--- src/rtl/alarm_controller.sv ---
// ---------------------------------------------------------------------------
// alarm_controller
// HH:MM alarm for the digital clock, running in the 400 Hz tick domain.
// Holds and edits the alarm time with the push buttons, compares it against
// the running time, and sequences ring / snooze / stop.
//
// Ports
//   i_clk, i_rst_n          400 Hz clock, asynchronous active-low reset
//   i_tick_1hz              one-cycle pulse per second
//   i_btn_u/d/l/m/r         one-cycle button pulses (up/down/left/mid/right)
//   i_alarm_mode            switch level: request alarm edit
//   i_arm                   switch level: alarm enabled
//   i_hour_t..i_sec_o       current time, BCD digits
//   o_al_hour_t..o_al_min_o stored alarm, BCD digits
//   o_config_digit          edit blink mask, bit7..bit4 = cursor 0..3
//   o_show_alarm            display mux select (1 = alarm digits)
//   o_ringing               buzzer/flash enable
//   o_snoozing              snooze active
// ---------------------------------------------------------------------------
module alarm_controller #(
   parameter int unsigned RING_SEC   = 60,
   parameter int unsigned SNOOZE_SEC = 300,
   parameter int unsigned SNOOZE_MAX = 3
) (
   input  logic       i_clk,
   input  logic       i_rst_n,
   input  logic       i_tick_1hz,
   input  logic       i_btn_u,
   input  logic       i_btn_d,
   input  logic       i_btn_l,
   input  logic       i_btn_m,
   input  logic       i_btn_r,
   input  logic       i_alarm_mode,
   input  logic       i_arm,
   input  logic [3:0] i_hour_t,
   input  logic [3:0] i_hour_o,
   input  logic [3:0] i_min_t,
   input  logic [3:0] i_min_o,
   input  logic [3:0] i_sec_t,
   input  logic [3:0] i_sec_o,
   output logic [3:0] o_al_hour_t,
   output logic [3:0] o_al_hour_o,
   output logic [3:0] o_al_min_t,
   output logic [3:0] o_al_min_o,
   output logic [7:0] o_config_digit,
   output logic       o_show_alarm,
   output logic       o_ringing,
   output logic       o_snoozing
);

   typedef enum logic [1:0] {
      ST_IDLE   = 2'd0,
      ST_EDIT   = 2'd1,
      ST_RING   = 2'd2,
      ST_SNOOZE = 2'd3
   } state_t;

   localparam logic [9:0] RING_LIM   = 10'(RING_SEC);
   localparam logic [9:0] SNOOZE_LIM = 10'(SNOOZE_SEC);
   localparam logic [2:0] SNZ_LIM    = 3'(SNOOZE_MAX);
   localparam logic [9:0] CNT_MAX    = 10'd1023;

   state_t      state_q, state_d;
   logic [3:0]  ht_q, ht_d, ho_q, ho_d, mt_q, mt_d, mo_q, mo_d;
   logic [1:0]  cursor_q, cursor_d;
   logic [9:0]  cnt_q, cnt_d;
   logic [2:0]  snz_q, snz_d;
   logic        match_dly_q;
   logic        match_s, trigger_s;
   logic [9:0]  cnt_inc_s;
   logic [3:0]  ho_lim_s;
   logic [7:0]  config_q;
   logic        show_q, ringing_q, snoozing_q;

   // Step a BCD digit up or down, wrapping inside 0..max_v.
   function automatic logic [3:0] wrap_step(input logic [3:0] v,
                                            input logic [3:0] max_v,
                                            input logic       up);
      logic [3:0] r;
      if (up) begin
         r = (v >= max_v) ? 4'd0 : v + 4'd1;
      end else begin
         r = (v == 4'd0) ? max_v : v - 4'd1;
      end
      return r;
   endfunction

   // Time/alarm comparison, rising-edge trigger and saturating counter increment.
   always_comb begin
      match_s   = (i_hour_t == ht_q) && (i_hour_o == ho_q) &&
                  (i_min_t == mt_q) && (i_min_o == mo_q) &&
                  (i_sec_t == 4'd0) && (i_sec_o == 4'd0);
      trigger_s = i_arm && match_s && !match_dly_q;
      cnt_inc_s = (cnt_q == CNT_MAX) ? cnt_q : cnt_q + 10'd1;
      ho_lim_s  = (ht_q == 4'd2) ? 4'd3 : 4'd9;
   end

   // Next-state logic for the mode FSM, alarm digits, cursor and counters.
   always_comb begin
      state_d  = state_q;
      ht_d     = ht_q;
      ho_d     = ho_q;
      mt_d     = mt_q;
      mo_d     = mo_q;
      cursor_d = cursor_q;
      cnt_d    = cnt_q;
      snz_d    = snz_q;
      case (state_q)
         ST_IDLE: begin
            if (i_alarm_mode) begin
               state_d  = ST_EDIT;
               cursor_d = 2'd0;
            end else if (trigger_s) begin
               state_d = ST_RING;
               cnt_d   = 10'd0;
               snz_d   = 3'd0;
            end else begin
               state_d = ST_IDLE;
            end
         end
         ST_EDIT: begin
            if (i_btn_m || !i_alarm_mode) begin
               state_d = ST_IDLE;
            end else if (i_btn_u || i_btn_d) begin
               // u outranks d: the step direction follows u.
               case (cursor_q)
                  2'd0: begin
                     ht_d = wrap_step(ht_q, 4'd2, i_btn_u);
                     // Entering the 20s clamps the ones digit to keep the hour valid.
                     if ((ht_d == 4'd2) && (ho_q > 4'd3)) begin
                        ho_d = 4'd3;
                     end else begin
                        ho_d = ho_q;
                     end
                  end
                  2'd1:    ho_d = wrap_step(ho_q, ho_lim_s, i_btn_u);
                  2'd2:    mt_d = wrap_step(mt_q, 4'd5, i_btn_u);
                  2'd3:    mo_d = wrap_step(mo_q, 4'd9, i_btn_u);
                  default: mo_d = mo_q;
               endcase
            end else if (i_btn_l) begin
               cursor_d = cursor_q - 2'd1;
            end else if (i_btn_r) begin
               cursor_d = cursor_q + 2'd1;
            end else begin
               state_d = ST_EDIT;
            end
         end
         ST_RING: begin
            if (!i_arm || i_btn_m) begin
               state_d = ST_IDLE;
            end else if (i_btn_u || i_btn_d) begin
               if (snz_q < SNZ_LIM) begin
                  state_d = ST_SNOOZE;
                  snz_d   = snz_q + 3'd1;
                  cnt_d   = 10'd0;
               end else begin
                  state_d = ST_IDLE;
               end
            end else if (i_tick_1hz) begin
               cnt_d = cnt_inc_s;
               if (cnt_inc_s >= RING_LIM) begin
                  state_d = ST_IDLE;
               end else begin
                  state_d = ST_RING;
               end
            end else begin
               state_d = ST_RING;
            end
         end
         ST_SNOOZE: begin
            if (!i_arm || i_btn_m) begin
               state_d = ST_IDLE;
            end else if (i_tick_1hz) begin
               if (cnt_inc_s >= SNOOZE_LIM) begin
                  state_d = ST_RING;
                  cnt_d   = 10'd0;
               end else begin
                  cnt_d   = cnt_inc_s;
               end
            end else begin
               state_d = ST_SNOOZE;
            end
         end
         default: state_d = ST_IDLE;
      endcase
   end

   // State, alarm value, counters, match history and registered outputs.
   always_ff @(posedge i_clk or negedge i_rst_n) begin
      if (!i_rst_n) begin
         state_q     <= ST_IDLE;
         ht_q        <= 4'd0;
         ho_q        <= 4'd7;
         mt_q        <= 4'd0;
         mo_q        <= 4'd0;
         cursor_q    <= 2'd0;
         cnt_q       <= 10'd0;
         snz_q       <= 3'd0;
         match_dly_q <= 1'b0;
         config_q    <= 8'h00;
         show_q      <= 1'b0;
         ringing_q   <= 1'b0;
         snoozing_q  <= 1'b0;
      end else begin
         state_q     <= state_d;
         ht_q        <= ht_d;
         ho_q        <= ho_d;
         mt_q        <= mt_d;
         mo_q        <= mo_d;
         cursor_q    <= cursor_d;
         cnt_q       <= cnt_d;
         snz_q       <= snz_d;
         match_dly_q <= match_s;
         config_q    <= (state_d == ST_EDIT) ? (8'h80 >> cursor_d) : 8'h00;
         show_q      <= (state_d == ST_EDIT);
         ringing_q   <= (state_d == ST_RING);
         snoozing_q  <= (state_d == ST_SNOOZE);
      end
   end

   assign o_al_hour_t    = ht_q;
   assign o_al_hour_o    = ho_q;
   assign o_al_min_t     = mt_q;
   assign o_al_min_o     = mo_q;
   assign o_config_digit = config_q;
   assign o_show_alarm   = show_q;
   assign o_ringing      = ringing_q;
   assign o_snoozing     = snoozing_q;

endmodule

--- config.mk ---
export PLATFORM = sky130hd
export DESIGN_NAME = alarm_controller
export DESIGN_NICKNAME = d
export VERILOG_FILES = /design/src/rtl/alarm_controller.sv
export SDC_FILE = /design/constraint.sdc
export NUM_CORES = 1
export LEC_CHECK = 0
export CAP_MARGIN = 10
export CORE_AREA = 2 2 83 85
export DETAILED_ROUTE_END_ITERATION = 12
export DIE_AREA = 0 0 85 87
export PLACE_DENSITY = 0.74
export SLEW_MARGIN = 20
export SYNTH_ARGS = -nofsm -noshare
export SYNTH_HDL_FRONTEND = slang
export SYNTH_SLANG_ARGS = --single-unit
--- constraint.sdc ---
create_clock -name i_clk -period 3 [get_ports i_clk]
set_input_delay 0.9 -clock i_clk [delete_from_list [all_inputs] [get_ports i_clk]]
set_output_delay 0.9 -clock i_clk [all_outputs]
set_load 0.1 [all_outputs]
==> flow_metrics.tcl <==
set metrics [dict create \
    grt_max_degree 33 \
    crit_type "flip-flop to flip-flop" \
    yosysTopAreaCell "dfrtp_1" \
    via_per_inst 5.964 \
    cts_sinks 41 \
    cp-start-kind "flip-flop" \
    portBuffers 56 \
    yosysSeqAreaShare 0.3113 \
    syn_area_mm2 0.003308 \
    p_comb_frac 0.389 \
    post-dp-hpwl_mm 6.125 \
    drt-met1-wl_mm 3.783 \
    dieWidth_um 85 \
    tns_ns 0 \
    holdPathEnd "snz_q[2]" \
    drtIter0Drc 167 \
    cts.hold.buffers_added 0 \
    grt_pass1_wl_mm 13.69 \
    ys_top_cells_by_area "dfrtp_1, ha_1, a21oi_1" \
    grt_pass1_vias 2891 \
    synth_compound_area_frac 0.2284 \
    postCtsSetupBuffers 0 \
    top_layer "met4" \
    fin_crit_ns 2.756 \
    wl_met2_mm 3.973 \
    p_clk_frac 0.245 \
    cts_buffer_depth 2 \
    cts_tree "done" \
    synth-simple-area-share 0.2436 \
    p_leak_nw 1.756 \
    r2r_slack_ns 0.24 \
    yosys_warnings 0 \
    synth_edf_count 0 \
    num_rows 30 \
    seq_power_share 0.366 \
    synth_top_family_by_area "simple AND/OR/NAND/NOR gates" \
    tightestPinTransition_ns 0.7541 \
    nets 501 \
    dr.pass1.iters 5 \
    design_area_mm2 0.003961 \
    switchingPower_uw 773.4 \
    synth_cell_types 58 \
    holdPathStages 2 \
    clock_skew_ns 0.004668 \
    fin_crit_sh 0.9186 \
    gp_congestion 0.8851 \
    io_pins 61 \
    ys.flop_type "dfrtp_1" \
    ir_worst_vdd_mv 0.4649 \
    cp.required_ns 3.20 \
    max_freq_mhz 362.9 \
    rsz0062_at_grt "no" \
    r2r_start "o_al_hour_t[0]" \
    synth_xor_area_frac 0.04766 \
    ant_nets 0 \
    setup_viol 0 \
    hold_start "snz_q[2]" \
    slew_viol_final 0 \
    reg2reg_to "o_al_hour_o[2]" \
    dieArea_mm2 0.007395 \
    fin_util 0.6030 \
    diodes 0 \
    crit_fanout 7 \
    drc 0 \
    synthMuxAreaShare 0.02005 \
    die_h_um 87 \
    grt.overflow.total 0 \
    syn_avg_cell_area_um2 8.270 \
    routedWlPerCell_um 15.77 \
    vias 3149 \
    reg2reg_depth 8 \
    synthAdderAreaFrac 0.07564 \
    area_growth_pct 19.74 \
    numCtsBuffers 5 \
    cts_root_buf "clkbuf_8" \
    async_flop_share 1.000 \
    start_util 0.5036 \
    p_per_area_mw_per_mm2 464.2 \
    p_sw_frac 0.4206 \
    min_path_type "flip-flop to flip-flop" \
    ys_ff_latch 41 \
    wl_mm 8.326 \
    timing_hold_violations_final 0 \
    maxCapViolCount 0 \
    post_cts_resized 0 \
    worstPathArrival_ns 2.95 \
    track_usage 0.2265 \
    p_int_mw 1.065 \
    synth_cells 400 \
    cts.reportedPaths.clkPinSlew_ns 0.08 \
    endpoint_kind "flip-flop" \
    met3_length_um 504 \
    drive_gt1_frac 0.1473 \
    status "complete, no violations" \
    core_area_mm2 0.006569 \
    htreeDepth 2 \
    postPlaceCellArea_mm2 0.003854 \
    clk_latency_ns 0.29 \
    synth_top_area_frac 0.2874 \
    maxSlewHeadroom 0.4973 \
    grt_antenna_before_repair 0 \
]
[layer usage]
layer,track usage,up-vias
li1,-,1540
met1,0.3236,1487
met2,0.3615,116
met3,0.03507,6
met4,0.05483,0
met5,0,-
[state kept, by name (all words and copies together), names as in the netlist]
signal and flops:
cnt_q 10, cursor_q 2, match_dly_q 1, o_al_hour_o 4
o_al_hour_t 4, o_al_min_o 4, o_al_min_t 4, o_config_digit 4
o_ringing 1, o_show_alarm 1, o_snoozing 1, snz_q 3
state_q 2
[cell families (layout without fill, tap and decap cells)]
logic type | after synthesis | count (layout)
AND/OR/NAND/NOR | 149 | 149
buffers and inverters | 55 | 100
flip-flops | 41 | 41
other | 1 | 4
multiplexers | 6 | 6
XOR/XNOR | 18 | 18
adder cells (fa/ha/maj) | 20 | 20
AO/OA/AOI/OAI | 110 | 110
[worst max-delay path, stage by stage (launching register included)]
cell	delay, ns
dfrtp_2	0.47
inv_1	0.17
ha_1	0.23
or3b_2	0.51
ha_1	0.30
a211o_1	0.29
a21o_1	0.24
o31a_1	0.25
o31ai_1	0.21
[cell usage after synthesis (2+ instances only)]
master and n:
ha_1 20, a21oi_1 31, o21ai_0 25, buf_4 7
nor3_1 5, nor4_1 6, o21a_1 2, a221oi_2 4
or3b_2 3, nor4b_1 2, nor2_1 28, nand3b_1 2
dfrtp_1 38, a311oi_1 2, xnor2_1 17, clkbuf_1 16
dfstp_2 3, or2_2 3, o22ai_1 4, a41oi_1 3
inv_1 26, nand2_1 36, a2111oi_0 2, buf_2 5
a211oi_1 4, mux2_2 5, a211o_1 3, o21bai_1 3
and4_1 4, nor3b_1 4, a31oi_1 4, a21o_1 6
and4b_1 2, and3_1 9, nand3_1 18, nand4_1 12
nand2b_1 6, nor2b_1 2, o31a_1 3, nand4_2 2
o221ai_1 5, o31ai_1 2
[worst max path at each step]
stage                    from        endpoint  depth (start not counted)
2_1_floorplan  o_al_hour_t[2]  o_al_hour_o[2]                          7
3_3_place_gp     i_alarm_mode        cnt_q[2]                          7
3_5_place_dp     i_alarm_mode  o_al_hour_o[2]                          7
4_1_cts        o_al_hour_t[0]  o_al_hour_o[2]                          8
5_1_grt        o_al_hour_t[0]  o_al_hour_o[2]                          8
6_report       o_al_hour_t[0]  o_al_hour_o[2]                          8
[cell usage in the layout, fill, tap and decap left out, types with 5 or more instances in the layout]
master / count
nand4_1: 12
a21oi_1: 31
ha_1: 20
o221ai_1: 5
buf_4: 33
mux2_2: 5
o21ai_0: 25
nand2_1: 36
and3_1: 9
a21o_1: 6
xnor2_1: 17
clkbuf_8: 5
dfrtp_1: 36
nor3_1: 5
inv_1: 26
nand2b_1: 6
nand3_1: 18
nor2_1: 28
clkdlybuf4s50_1: 32
nor4_1: 6
[metrics by stage]
step / power [mW] / setup slack (ns) / hold slack, ns / instances
after floorplan: 1.205 / 0.2023 / 0.4909 / 403
after global placement: 1.379 / 0.1526 / 0.5329 / 520
after detailed placement: 1.389 / 0.06379 / 0.5489 / 520
after CTS: 1.838 / 0.2653 / 0.5674 / 528
after global routing: 1.929 / 0.1691 / 0.6150 / 528
final: 1.839 / 0.2442 / 0.5790 / 528
[power groups by stage]
stage	Clock (mW)	Sequential [mW]	Combinational, mW
floorplan	0	0.887	0.317
global placement	0	0.682	0.698
detailed placement	0	0.683	0.706
CTS	0.458	0.672	0.708
global route	0.483	0.683	0.763
finish	0.451	0.673	0.715
[final cells by class]
type / count / area (µm²)
Multi-Input combinational cell: 307 / 2051
Clock inverter: 2 / 35.03
Timing Repair Buffer: 66 / 573.1
Fill cell: 582 / 2608
Tap cell: 80 / 100.1
Clock buffer: 6 / 72.57
Sequential cell: 41 / 1032
Inverter: 26 / 97.59
No activity file was read; power rests on OpenSTA's default activity.
